`src/rtl/ins_fetch_unit.sv`:
```
// Instruction fetch unit: issues word-aligned fetches to instruction memory,
// tracks in-flight requests, queues returned words with their addresses and
// squashes stale responses after a datapath redirect.
module ins_fetch_unit #(
    parameter logic [31:0] START_INS_ADDRESS = 32'h0000_0000,
    parameter int unsigned DEPTH             = 4
) (
    input  logic        SYS_clk,
    input  logic        SYS_reset,
    output logic        imem_req_valid,
    output logic [31:0] imem_req_addr,
    input  logic        imem_req_ready,
    input  logic        imem_rsp_valid,
    input  logic [31:0] imem_rsp_data,
    input  logic        redirect_valid,
    input  logic [31:0] redirect_pc,
    output logic        ins_valid,
    output logic [31:0] instruction,
    output logic [31:0] PC,
    input  logic        ins_ready,
    output logic        fetch_misaligned
);

    localparam int unsigned PTR_W = $clog2(DEPTH);
    localparam int unsigned CNT_W = PTR_W + 1;
    localparam int unsigned SUM_W = CNT_W + 1;

    logic [31:0]      fetch_pc, fetch_pc_n;
    logic [CNT_W-1:0] outstanding, outstanding_n;
    logic [CNT_W-1:0] discard, discard_n;
    logic [CNT_W-1:0] occupancy, occupancy_n;
    logic [PTR_W-1:0] rd_ptr, rd_ptr_n;
    logic [PTR_W-1:0] wr_ptr, wr_ptr_n;

    logic [31:0] q_data [DEPTH];
    logic [31:0] q_pc   [DEPTH];

    logic        req_hs;
    logic        deq;
    logic        rsp_ok;
    logic        enq;
    logic [31:0] rsp_pc;
    logic [SUM_W-1:0] inflight;
    logic        head_hit;
    logic [31:0] head_data_n;
    logic [31:0] head_pc_n;

    // Request credit: queued plus in-flight words must fit in the queue
    assign inflight       = SUM_W'(occupancy) + SUM_W'(outstanding);
    assign imem_req_valid = SYS_reset && (inflight < SUM_W'(DEPTH));
    assign imem_req_addr  = fetch_pc;

    assign req_hs = imem_req_valid && imem_req_ready;
    assign deq    = ins_valid && ins_ready;
    assign rsp_ok = imem_rsp_valid && (outstanding != '0);
    assign enq    = rsp_ok && (discard == '0) && !redirect_valid;

    // With no stale requests pending, the oldest in-flight fetch sits
    // 'outstanding' words behind fetch_pc
    assign rsp_pc = fetch_pc - 32'({outstanding, 2'b00});

    // Next-state for fetch pointer, counters and queue pointers
    always_comb begin
        fetch_pc_n    = fetch_pc;
        outstanding_n = outstanding;
        discard_n     = discard;
        occupancy_n   = occupancy;
        rd_ptr_n      = rd_ptr;
        wr_ptr_n      = wr_ptr;

        if (req_hs) begin
            fetch_pc_n    = fetch_pc + 32'd4;
            outstanding_n = outstanding + CNT_W'(1);
        end
        if (rsp_ok) begin
            outstanding_n = outstanding_n - CNT_W'(1);
            if (discard != '0) begin
                discard_n = discard - CNT_W'(1);
            end
        end
        if (enq) begin
            wr_ptr_n = wr_ptr + PTR_W'(1);
        end
        if (deq) begin
            rd_ptr_n = rd_ptr + PTR_W'(1);
        end
        occupancy_n = occupancy + CNT_W'(enq) - CNT_W'(deq);

        // Redirect overrides everything; every fetch still in flight is stale
        if (redirect_valid) begin
            fetch_pc_n  = {redirect_pc[31:2], 2'b00};
            occupancy_n = '0;
            discard_n   = outstanding_n;
            rd_ptr_n    = '0;
            wr_ptr_n    = '0;
        end
    end

    // Next head entry, taken straight from the response when it lands at the head
    always_comb begin
        head_hit    = enq && (wr_ptr == rd_ptr_n);
        head_data_n = q_data[rd_ptr_n];
        head_pc_n   = q_pc[rd_ptr_n];
        if (head_hit) begin
            head_data_n = imem_rsp_data;
            head_pc_n   = rsp_pc;
        end
    end

    // Control state and registered outputs
    always_ff @(posedge SYS_clk or negedge SYS_reset) begin
        if (!SYS_reset) begin
            fetch_pc         <= START_INS_ADDRESS;
            outstanding      <= '0;
            discard          <= '0;
            occupancy        <= '0;
            rd_ptr           <= '0;
            wr_ptr           <= '0;
            ins_valid        <= 1'b0;
            instruction      <= '0;
            PC               <= '0;
            fetch_misaligned <= 1'b0;
        end else begin
            fetch_pc         <= fetch_pc_n;
            outstanding      <= outstanding_n;
            discard          <= discard_n;
            occupancy        <= occupancy_n;
            rd_ptr           <= rd_ptr_n;
            wr_ptr           <= wr_ptr_n;
            ins_valid        <= (occupancy_n != '0);
            fetch_misaligned <= redirect_valid && (redirect_pc[1:0] != 2'b00);
            if (occupancy_n != '0) begin
                instruction <= head_data_n;
                PC          <= head_pc_n;
            end
        end
    end

    // Queue storage; contents are only read once written, so no reset
    always_ff @(posedge SYS_clk) begin
        if (enq) begin
            q_data[wr_ptr] <= imem_rsp_data;
            q_pc[wr_ptr]   <= rsp_pc;
        end
    end

endmodule
```
`config.mk`:
```
export PLATFORM = sky130hd
export DESIGN_NAME = ins_fetch_unit
export DESIGN_NICKNAME = d
export VERILOG_FILES = /design/src/rtl/ins_fetch_unit.sv
export SDC_FILE = /design/constraint.sdc
export NUM_CORES = 1
export LEC_CHECK = 0
export BUFFER_PORTS_ARGS = -buffer_cell sky130_fd_sc_hd__buf_2
export CORE_AREA = 3 3 232 234
export CTS_BUF_LIST = sky130_fd_sc_hd__clkbuf_4
export DETAILED_ROUTE_END_ITERATION = 8
export DIE_AREA = 0 0 235 237
export SYNTH_ARGS = -nofsm -noshare
export SYNTH_HDL_FRONTEND = slang
export SYNTH_SLANG_ARGS = --single-unit
```
`constraint.sdc`:
```
create_clock -name SYS_clk -period 4.4 [get_ports SYS_clk]
set_input_delay 0.22 -clock SYS_clk [delete_from_list [all_inputs] [get_ports SYS_clk]]
set_output_delay 0.22 -clock SYS_clk [all_outputs]
set_load 0.05 [all_outputs]
```
# ---- Word level (Yosys, flattened, before mapping)
# Memories as Yosys holds them, arrays and structs flattened. A register that Yosys moved wholly into a read port is not among the register bits.
# Index checks and enable logic that the tools add are counted.
dict set report word_totals {
  regBits 47
  ramBits 256
  output_inout_bits 99
  wordCells 55
  n_memories 2
}
# memory depth word_bits rd rd_clocked_by_memory_dff write_ports line
set mem_list {}
lappend mem_list {q_data 4 32 1 1 1 35} ;# logic [31:0] q_data [DEPTH];
lappend mem_list {q_pc 4 32 1 1 1 36} ;# logic [31:0] q_pc [DEPTH];
dict set report classes {
  addsub 10
  magnitude_cmp 1
  mux 14
  reduce_logical 20
}
# op count
set ops {}
lappend ops {{$mux W32} 2}
lappend ops {{$add A32 B3 Y32 const B} 1}
lappend ops {{$sub A32 B5 Y32} 1}
lappend ops {{$mux W3} 6}
lappend ops {{$reduce_bool A2 Y1} 5}
lappend ops {{$reduce_bool A3 Y1} 3}
lappend ops {{$mux W2} 4}
lappend ops {{$logic_and A1 B1 Y1} 7}
lappend ops {{$sub A3 B1 Y3 const B} 2}
lappend ops {{$add A2 B1 Y2 const B} 2}
lappend ops {{$add A3 B3 Y4} 1}
lappend ops {{$lt A4 B3 Y1 const B} 1}
lappend ops {{$add A3 B1 Y3} 1}
lappend ops {{$add A3 B1 Y3 const B} 1}
lappend ops {{$logic_not A1 Y1} 3}
lappend ops {{$logic_not A3 Y1} 1}
lappend ops {{$sub A3 B1 Y3} 1}
lappend ops {{$mux W1} 2}
lappend ops {{$reduce_and A2 Y1} 1}

# ---- Logic depth before layout (Yosys ltp)
# Gate-level depths: netlist (run 1).
dict set report depth {
  depth_word 8
  depth_mapped 18
  ltp_nobuf 15
}

# ---- Least setup slack after synthesis (run 1)
# OpenSTA, ideal clock, no wires.
dict set report synth_timing {
  path_type {register to register}
  startpoint {register outstanding[0]}
  endpoint {register PC[10] (read register of q_pc)}
  setup_ns 0.141
  arrival_ns 3.280
  t_required_ns 4.259
  path_slack_ns 0.979
  path_stages_with_launch 19
  n_path_buf 4
  period_less_slack_ns 3.421
  path_cell_list {dfrtp_1 inv_1 ha_1 nand2b_1 and4_1 clkbuf_1 inv_1 ha_1 inv_1 ha_1 inv_1 fa_1 xnor3_1 nor2_1 or3_1 clkbuf_1 clkbuf_1 clkbuf_1 a31oi_1}
}
dict set report synth_via {
  elab_chain_cells 8
}
# element line
set synth_lines {}
lappend synth_lines {{from (decl)} 29} ;# logic [CNT_W-1:0] outstanding, outstanding_n;
lappend synth_lines {{from (signal assigned)} 125} ;# outstanding <= outstanding_n;
lappend synth_lines {{$reduce_bool A3 Y1} 55} ;# assign rsp_ok = imem_rsp_valid && (outstanding != '0);
lappend synth_lines {{$logic_and A1 B1 Y1} 55}
lappend synth_lines {{$logic_and A1 B1 Y1 (2 in a row)} 56} ;# assign enq = rsp_ok && (discard == '0) && !redirect_valid;
lappend synth_lines {{$add A3 B1 Y3} 87} ;# occupancy_n = occupancy + CNT_W'(enq) - CNT_W'(deq);
lappend synth_lines {{$sub A3 B1 Y3} 87}
lappend synth_lines {{$mux W3} 90} ;# if (redirect_valid) begin
lappend synth_lines {{via occupancy_n[2]} 31} ;# logic [CNT_W-1:0] occupancy, occupancy_n;
lappend synth_lines {{$reduce_bool A3 Y1} 132} ;# if (occupancy_n != '0) begin
lappend synth_lines {{to (decl)} 19} ;# output logic [31:0] PC,
# The timed path passes the listed nets, and every way through them passes these cells.
# A chain may end at the register's enable or synchronous reset.

# ---- Worst setup path after layout (run 1)
dict set report layout_timing {
  startpoint {register outstanding[0]}
  endpoint {register instruction[21] (read register of q_data)}
}
dict set report layout_via {
  elab_chain_cells 8
}
# element line
set layout_lines {}
lappend layout_lines {{$reduce_bool A3 Y1} 55}
lappend layout_lines {{$logic_and A1 B1 Y1} 55}
lappend layout_lines {{$logic_and A1 B1 Y1 (2 in a row)} 56}
lappend layout_lines {{$add A3 B1 Y3} 87}
lappend layout_lines {{$sub A3 B1 Y3} 87}
lappend layout_lines {{$mux W3} 90}
lappend layout_lines {{via occupancy_n[2]} 31}
lappend layout_lines {{$reduce_bool A3 Y1} 132}
lappend layout_lines {{to (decl)} 18} ;# output logic [31:0] instruction,
# The timed path passes the listed nets, and every way through them passes these cells.

==> results of run 1 <==
## registers in the layout, indices dropped and copies added, names as in the netlist, 2 cells and up
signal,flops
instruction,32
outstanding,3
imem_req_addr,30
rd_ptr,2
wr_ptr,2
q_pc,120
PC,30
q_data,128
occupancy,3
discard,3
## cell usage after synthesis, types with 2 or more instances
cell type	instances	area [um^2]
nand4b_1	2	17.5
nand4bb_1	2	22.5
a31oi_1	64	400
o221ai_1	3	26.3
fa_1	2	40.0
nand3b_1	3	22.5
mux2i_1	4	40.0
o21ai_0	87	435
or2_2	13	81.3
a211oi_1	2	15.0
and4_1	3	26.3
dfrtp_1	107	2680
nand3_1	66	330
mux2_2	4	45.0
edfxtp_1	248	7450
o31ai_1	3	22.5
nor4_1	21	131
buf_2	19	95.1
o31a_1	13	114
mux4_2	62	1400
and3_1	9	56.3
nand2_1	47	176
xnor2_1	34	298
xor2_1	8	70.1
nand2b_1	4	25.0
nor2_1	81	304
nor3_1	15	75.1
and2_1	7	43.8
clkbuf_1	65	244
o211ai_1	20	150
inv_1	23	86.3
buf_4	4	30.0
or3_1	8	50.1
nand4_1	10	62.6
nor4_2	2	25.0
o21a_1	4	30.0
or4_1	7	52.6
ha_1	17	213
a211o_1	2	17.5
nor2b_1	4	25.0
## cell type report
class	instances	area, um^2	area share
multi-input combinational	648	5050	0.260
inverter	24	90.1	0.00463
clock buffer	136	1020	0.0525
antenna	3	7.51	0.000386
clock inverter	39	179	0.00919
tap	688	861	0.0442
sequential	355	10100	0.520
timing repair buffer	297	2120	0.109
## per-layer routing
metal | part of all wire | vias up
li1 | - | 4973
met1 | 0.45 | 5476
met2 | 0.47 | 386
met3 | 0.064 | 76
met4 | 0.020 | 0
met5 | 0 | -
## kinds of logic after synthesis
| group | synth area share |
|---|---|
| AOI/OAI and AO/OA | 0.0795 |
| xor gates and xnor gates | 0.0251 |
| adders and majority gates | 0.0162 |
| buffers and inverters | 0.0297 |
| DFF | 0.650 |
| muxes | 0.0951 |
| other | 0.000241 |
| and+or+nand+nor | 0.104 |
## worst max-delay path by stage
stage                              start         endpoint  slack, ps  cells past startpoint
final                     outstanding[0]  instruction[21]        330                     16
after global routing      outstanding[0]  instruction[21]         10                     16
after CTS                 outstanding[0]  instruction[24]        380                     16
after global placement    outstanding[0]  instruction[21]        480                     16
after detailed placement  outstanding[0]  instruction[10]        350                     16
after floorplan           outstanding[0]           PC[10]        980                     18
## repair_timing
action / in CTS / in global routing
hold endpoints to repair: 250 / 0
hold buffers: 115 / 0
setup endpoints to repair: 0 / 0
## worst max-delay path: stages (launching register included)
cell and delay [ps]:
dfrtp_1 440, inv_1 70, ha_1 190, nand2b_1 170, and4_1 370, inv_1 70
ha_1 270, inv_1 60, ha_1 120, inv_1 50, fa_1 360, xnor3_1 180
nor2_1 130, or3_4 840, buf_4 350, nor2_1 70, a31oi_1 140
## power by group
part / total (W) / internal [W] / switching [W]
Combinational: 0.00415 / 0.00125 / 0.00290
Clock: 0.00283 / 0.00144 / 0.00139
Sequential: 0.00443 / 0.00412 / 0.000312
Total: 0.0114 / 0.00680 / 0.00461
## metrics by stage
| stage | util | std cells | instance area (um^2) |
|---|---|---|---|
| final | 0.373 | 2190 | 19500 |
| after global routing | 0.373 | 2190 | 19500 |
| after CTS | 0.372 | 2187 | 19500 |
| after detailed placement | 0.327 | 1897 | 17100 |
| after global placement | 0.327 | 1897 | 17100 |
| after floorplan | - | 1116 | 15600 |
==> run_results.csv, run 1 <==
group,metric,value,unit
outcome,status,"completed",
timing,whs,133,ps
global_route,grtUsageMet1,0.200,
critical_path,path_class,"reg2reg",
global_route,grtUsageMet3,0.0405,
finish,nets,1508,
critical_path,required,5100,ps
critical_path,r2r_slack,330,ps
yosys,async_flop_share,0.301,
yosys,avgSynthCellArea,14.0,um^2
finish,drive_gt1_frac,0.283,
clock_network,cts_setup_buffers,0,
drt,routed_wl,41700,um
die,die_w,235,um
clock_network,clk_latency,810,ps
placement,gp_congestion,0.786,
placement,numPortBuffers,164,
die,die_height,237,um
critical_path,r2r_end,"instruction[21]",
yosys,synth_edf_count,248,
global_route,antenna_found_initial,4,
drt,drt_pass1_iterations,5,
timing,worst_pin_slew,1100,ps
critical_path,critPathLaunchType,"register",
global_route,grt_pass1_wl,64600,um
yosys,seq_area_frac_synth,0.650,
drt,drc_errors,0,
placement,hpwl,24600,um
critical_path,rr_worst_depth,16,
clock_network,cts_resized,0,
clock_network,cts_inserted_buffers,93,
timing,slew_headroom,0.265,
flow_run,cap_violations,0,
drt,num_vias,10900,
finish,layout_common_cells,"248 x edfxtp_1, 163 x buf_2, 136 x clkbuf_4, 115 x dlygate4sd3_1, 107 x dfrtp_1",
timing,period_share,0.926,
finish,layout_commonest_cell,"edfxtp_1",
timing,finalHoldViolations,0,
clock_network,htree_levels,3,
clock_network,clockBufferDepth,3,
timing,fin_crit,4070,ps
clock_network,cts_tree,"done",
hold_path,hold_path.class,"in2async",
pwr,peakVddDrop,292,uV
timing,setup_viol,0,
clock_network,clock-sinks,355,
global_route,use_met2,0.237,
yosys,synth-main-ff-cell,"edfxtp_1",
drt,drtIter0Drc,788,
timing,fmax,245,MHz
global_route,grt_max_degree,98,
finish,fillers,5021,
global_route,grt_usage,0.149,
pwr,leakagePower,6.85,nW
critical_path,worstPathMaxFanout,97,
yosys,syn_inst,1113,
clock_network,clk_pin_slew,70,ps
pwr,totalPowerFinal,0.0114,W
die,initial_core_util,0.298,
die,ioPinCount,169,
timing,rsz0062_at_grt,"no",
die,coreArea,52200,um^2
die,die-area,55700,um^2
timing,tns,0,ps
yosys,yosysWarnings,0,
drt,ant_nets,0,
pwr,p_per_area,586,nW/um^2
timing,fin_ws,326,ps
drt,avgViaCountPerCell,4.98,
global_route,grt_overflow,0,
timing,final_max_slew_viol_count,0,
global_route,grt_pass1_vias,11200,
drt,wl_per_cell,19.0,um
placement,pre_cts_slack,349,ps
critical_path,critPathArrivalTime,4770,ps
yosys,synthDistinctLibCells,54,
timing,final.setup_skew,48.6,ps
yosys,syn_area,15600,um^2
critical_path,critPathCaptureType,"register",
critical_path,r2r-start,"outstanding[0]",
finish,area_delta_synth_final,24.9,%
yosys,synth-seq-cells,355,
clock_network,cts_root_buf,"clkbuf_4",
die,placementRows,84,
global_route,top_usage_layer,"met2",
Note: power is estimated with default switching activity, not from simulation.
==> run 2: changes to the inputs <==
ABC_AREA = 1   (was not set)
CORE_AREA = 3 3 339 174   (was 3 3 232 234)
DIE_AREA = 0 0 342 177   (was 0 0 235 237)
==> run 2 against run 1 <==
  * Sequential share of layout area is 2.0 points lower
  * Synthesized cell count is 66% higher
  * Register-to-register slack better by 770 ps
  * Die area is 8.7% higher
  * Critical endpoint is now instruction[1]
  * Highest routed layer unchanged
==> run_results.csv, run 2 <==
group,metric,value,unit
finish,largest_register_ffs,128,
global_route,grt_pass1_vias,13200,
clock_network,clock-sinks,355,
yosys,synth.area.top_cells,"edfxtp_1 44%, nand2_1 17%, dfrtp_1 16%",
finish,final_util,0.364,
drt,num_vias,13400,
clock_network,htree_levels,3,
clock_network,cts_tree,"done",
timing,final.setup_skew,44.6,ps
flow_run,cap_violations,0,
timing,fin_crit,3310,ps
drt,drt_pass1_iterations,5,
die,coreArea,55600,um^2
finish,reg.largest.list,"q_data x128, q_pc x120, instruction x32",
finish,drive_gt1_frac,0.163,
placement,gp_congestion,0.920,
global_route,grt_pass1_wl,73600,um
die,die_w,342,um
yosys,syn_area,16700,um^2
finish,top_register,"q_data",
timing,final_max_slew_viol_count,0,
pwr,p_per_area,601,nW/um^2
drt,avgViaCountPerCell,4.56,
die,die-area,60500,um^2
finish,nets,2202,
global_route,grt_overflow,0,
yosys,synth_top_area_cell,"edfxtp_1",
timing,setup_viol,0,
critical_path,critPathCaptureType,"register",
global_route,antenna_found_initial,1,
drt,drc_errors,0,
placement,hpwl,29000,um
critical_path,worstPathMaxFanout,32,
clock_network,clockBufferDepth,3,
finish,layout_common_cells,"761 x nand2_1, 248 x edfxtp_1, 237 x nand3_1, 163 x buf_2, 152 x inv_1",
drt,drtIter0Drc,760,
timing,finalHoldViolations,0,
finish,stdcell_count,2945,
clock_network,cts_setup_buffers,0,
die,initial_core_util,0.301,
die,placementRows,61,
die,die_height,177,um
drt,wl_per_cell,16.1,um
timing,tns,0,ps
critical_path,critPathLaunchType,"register",
global_route,grt_max_degree,83,
critical_path,required,5100,ps
yosys,async_flop_share,0.301,
placement,pre_cts_slack,1070,ps
clock_network,clk_latency,770,ps
timing,slew_headroom,0.304,
clock_network,cts_root_buf,"clkbuf_4",
yosys,yosysWarnings,0,
yosys,yosysTopAreaCellShare,0.445,
yosys,seq_area_frac_synth,0.605,
timing,fmax,303,MHz
timing,whs,132,ps
clock_network,clk_pin_slew,70,ps
finish,fillers,5609,
yosys,synth-main-ff-cell,"edfxtp_1",
placement,numPortBuffers,164,
pwr,leakagePower,9.04,nW
yosys,synth_commonest_cells,"762 x nand2_1, 248 x edfxtp_1, 238 x nand3_1",
global_route,grt_usage,0.155,
finish,layout_commonest_cell,"nand2_1",
yosys,yosysMostFrequentCell,"nand2_1",
finish,area_delta_synth_final,21.0,%
timing,worst_pin_slew,1040,ps
timing,fin_ws,1090,ps
yosys,synth-seq-cells,355,
critical_path,path_class,"reg2reg",
clock_network,cts_inserted_buffers,92,
timing,rsz0062_at_grt,"no",
critical_path,critPathArrivalTime,4010,ps
outcome,status,"completed",
yosys,synth_edf_count,248,
pwr,peakVddDrop,518,uV
drt,routed_wl,47400,um
drt,ant_nets,0,
yosys,avgSynthCellArea,9.04,um^2
timing,period_share,0.751,
yosys,synthDistinctLibCells,36,
hold_path,hold_path.class,"in2reg",
yosys,syn_inst,1852,
placement,dp_cells,2707,
die,ioPinCount,169,
[run 2: path summary, 6_finish.rpt]
kind / endpoint / startpoint / slack [ps] / depth (start not counted)
max reg2reg: instruction[1] / outstanding[0] / 1090 / 18
max in group asynchronous: wr_ptr[0] / SYS_reset / 2810 / 4
min in group asynchronous: ins_valid / SYS_reset / 320 / 3
max: instruction[1] / outstanding[0] / 1090 / 18
min: occupancy[1] / ins_ready / 130 / 6
min reg2reg: instruction[23] / instruction[23] / 470 / 2
[run 2: through the flow]
stage / total power, W / area [um^2]
after detailed placement: 0.00935 / 18400
after floorplan: 0.00793 / 16800
after global placement: 0.00927 / 18400
after global routing: 0.0129 / 20300
final: 0.0122 / 20300
after CTS: 0.0123 / 20200
[run 2: cell type report]
| class | count | area (um^2) | share of cell area |
|---|---|---|---|
| inverters | 159 | 598 | 0.0295 |
| repair buffers | 251 | 1750 | 0.0863 |
| diodes | 1 | 2.50 | 0.000124 |
| well taps | 756 | 946 | 0.0467 |
| multi-input cells | 1254 | 5620 | 0.278 |
| flip-flops and latches | 355 | 10100 | 0.500 |
| clock inverters | 27 | 145 | 0.00717 |
| clock buffers | 142 | 1070 | 0.0526 |
[run 2: cell families after synthesis]
| kind of cell | synth area share |
|---|---|
| buffers and inverters | 0.0629 |
| flip-flops | 0.605 |
| AND/OR/NAND/NOR | 0.284 |
| adder cells (fa/ha/maj) | 0.0151 |
| XOR/XNOR | 0.0141 |
| other | 0.000224 |
| AO/OA/AOI/OAI | 0.0188 |
[run 2: timing repair]
action,CTS,global route
hold buffers,68,0
hold endpoints to repair,267,0
resized for setup,0,0
[run 2: critical path, cell delays in order (launching register included)]
cell,delay [ps]
dfrtp_1,440
inv_1,110
ha_1,200
nand2_1,80
nand3_1,120
nor2_2,190
inv_1,210
ha_1,320
inv_1,50
ha_1,120
inv_1,40
fa_1,470
nor2_1,50
nor2_1,130
nand2_2,100
inv_2,60
buf_4,360
nand2_1,110
nand2_1,100
[run 2: where the power goes]
part           switching [W]  internal [W]
Combinational        0.00352       0.00119
Sequential          0.000419       0.00417
Clock                0.00135       0.00153
Total                0.00528       0.00689
[run 2: routing by layer]
layer / vias up / part of all wire / track usage
met1: 6410 / 0.42 / 0.186
met3: 93 / 0.047 / 0.0297
met5: - / 0 / 0
met2: 322 / 0.51 / 0.278
li1: 6616 / - / -
met4: 0 / 0.026 / 0.0583
==> run 3: changes to the inputs <==
ABC_AREA = 0   (was 1)
CORE_AREA = 3 3 327 168   (was 3 3 339 174)
DIE_AREA = 0 0 330 171   (was 0 0 342 177)
clock period = 2.82 ns   (was 4.4 ns; I/O delays follow)
==> run 3 against run 2 <==
  * The run now ends with negative setup slack left
  * Sequential power up 52%
  * Setup slack lost 1400 ps
  * Register-to-register slack got worse by 1400 ps
  * Routed wire length fell by 7.5%
  * Power increased by 65%
  * Sequential share of layout area is essentially flat
  * Critical path type unchanged
  * Global-route usage fell by 0.58 points
  * First-iteration DRC count up 5.1%
  * Critical path depth down 2
  * Utilization rose by 2.6 points
==> run_results.csv, run 3 (same netlist as run 1, synthesis figures left out) <==
group,metric,value,unit
finish,fillers,4836,
finish,drive_gt1_frac,0.373,
placement,gp_congestion,0.804,
pwr,leakagePower,7.20,nW
global_route,grtUsageMet3,0.0230,
timing,period_share,1.09,
drt,drt_pass1_iterations,5,
clock_network,clk_latency,730,ps
global_route,grt_overflow,0,
timing,worst_pin_slew,914,ps
placement,pre_cts_slack,-304,ps
timing,rsz0062_at_grt,"yes",
critical_path,critPathBufInv,5,
global_route,grt_pass1_wl,65300,um
placement,numPortBuffers,164,
finish,multi_input_area,5370,um^2
timing,fin_crit,3080,ps
die,die-area,56400,um^2
drt,ant_nets,0,
critical_path,cpPeakStageDelay,490,ps
finish,reg.largest.list,"q_data x128, q_pc x120, instruction x32",
critical_path,critPathLaunchType,"register",
timing,final.setup_skew,38.3,ps
timing,tns,-12250,ps
die,die_w,330,um
flow_run,cap_violations,0,
critical_path,required,3390,ps
critical_path,path_class,"reg2reg",
critical_path,worstPathCellList,"inv_2 -> ha_4 -> nor2b_4 -> and4_1 -> inv_2 -> ha_4 -> inv_2 -> ha_4 -> inv_2 -> fa_2 -> xnor3_1 -> nor2_2 -> or3_4 -> buf_12 -> nand3_2 -> o221ai_1",
finish,seq_area,10100,um^2
drt,drtIter0Drc,799,
outcome,violations,"negative setup slack",
clock_network,cts_inserted_buffers,90,
timing,slew_headroom,0.391,
drt,wl_per_cell,19.7,um
global_route,top_usage_layer,"met2",
timing,fin_ws,-260,ps
finish,area_delta_synth_final,29.9,%
timing,finalHoldViolations,0,
die,placementRows,59,
finish,top_register,"q_data",
finish,nets,1534,
finish,largest_register_ffs,128,
critical_path,path_delay_family,"simple AND/OR/NAND/NOR gates",
clock_network,htree_levels,3,
drt,num_vias,11100,
critical_path,critPathSlowestCell,"or3_4",
drt,avgViaCountPerCell,5.00,
critical_path,critPathArrivalTime,3650,ps
timing,final_max_slew_viol_count,0,
clock_network,clock-sinks,355,
timing,setup_viol,63,
global_route,grtUsageMet1,0.187,
global_route,use_met2,0.261,
drt,routed_wl,43900,um
pwr,totalPowerFinal,0.0201,W
timing,fmax,325,MHz
outcome,status,"finished, violations left",
placement,hpwl,25100,um
critical_path,critPathCaptureType,"register",
die,coreArea,51900,um^2
hold_path,hold_path.class,"in2reg",
global_route,grt_usage,0.149,
pwr,p_per_area,995,nW/um^2
critical_path,crit_top_cell,"inv_2",
finish,stdcell_area,20200,um^2
die,initial_core_util,0.300,
global_route,grt_max_degree,65,
die,ioPinCount,169,
drt,drc_errors,0,
placement,placed_cell_area,17700,um^2
critical_path,worstPathMaxFanout,7,
timing,whs,168,ps
clock_network,cts_tree,"done",
clock_network,clockBufferDepth,3,
global_route,grt_pass1_vias,11400,
global_route,antenna_found_initial,1,
finish,layout_common_cells,"248 x edfxtp_1, 163 x buf_2, 149 x clkbuf_4, 106 x dfrtp_1, 86 x o21ai_0",
finish,layout_commonest_cell,"edfxtp_1",
clock_network,cts_root_buf,"clkbuf_4",
pwr,peakVddDrop,487,uV
clock_network,clk_pin_slew,60,ps
die,die_height,171,um
==> run 3: what timing repair did <==
item / CTS / global route
hold buffers: 71 / 0
setup endpoints to repair: 68 / 79
pin swaps: 2 / 11
gates cloned: 1 / 9
buffers inserted: 3 / 7
hold endpoints to repair: 259 / 0
resized for setup: 12 / 59
==> run 3: per-layer routing <==
metal,vias up,wire (um)
met3,75,2250
met1,5679,18000
met4,0,1130
li1,5015,-
met2,355,22500
met5,-,0
==> run 3: power breakdown <==
| part | switching (W) | total (W) | internal (W) |
|---|---|---|---|
| registers | 0.000540 | 0.00696 | 0.00642 |
| clock network | 0.00209 | 0.00457 | 0.00248 |
| logic | 0.00544 | 0.00861 | 0.00317 |
==> run 3: layout make-up <==
| type | count | area share |
|---|---|---|
| Antenna cell | 1 | 0.000124 |
| Clock buffer | 149 | 0.0553 |
| Clock inverter | 19 | 0.00556 |
| Inverter | 24 | 0.00445 |
| Multi-Input combinational cell | 649 | 0.265 |
| Sequential cell | 355 | 0.500 |
| Tap cell | 701 | 0.0433 |
| Timing Repair Buffer | 325 | 0.126 |
==> run 3: tightest hold or removal path, cell delays in order <==
cell,delay (ps)
dlygate4sd3_1,510
buf_2,100
nand2_1,40
o21ai_0,60
==> run 3: final timing paths <==
path,startpoint,to,cells after the start,slack (ps)
min in group asynchronous,SYS_reset,occupancy[2],3,330
max reg2reg,discard[0],PC[27],16,-260
max,discard[0],PC[27],16,-260
min reg2reg,PC[15],PC[15],2,550
max in group asynchronous,SYS_reset,instruction[10],4,1160
min,redirect_pc[16],imem_req_addr[16],4,170
==> run 3: through the flow <==
step | utilization | std cells
global route | 0.390 | 2223
finish | 0.390 | 2223
detailed placement | 0.342 | 1964
floorplan | - | 1116
CTS | 0.382 | 2207
global placement | 0.342 | 1964
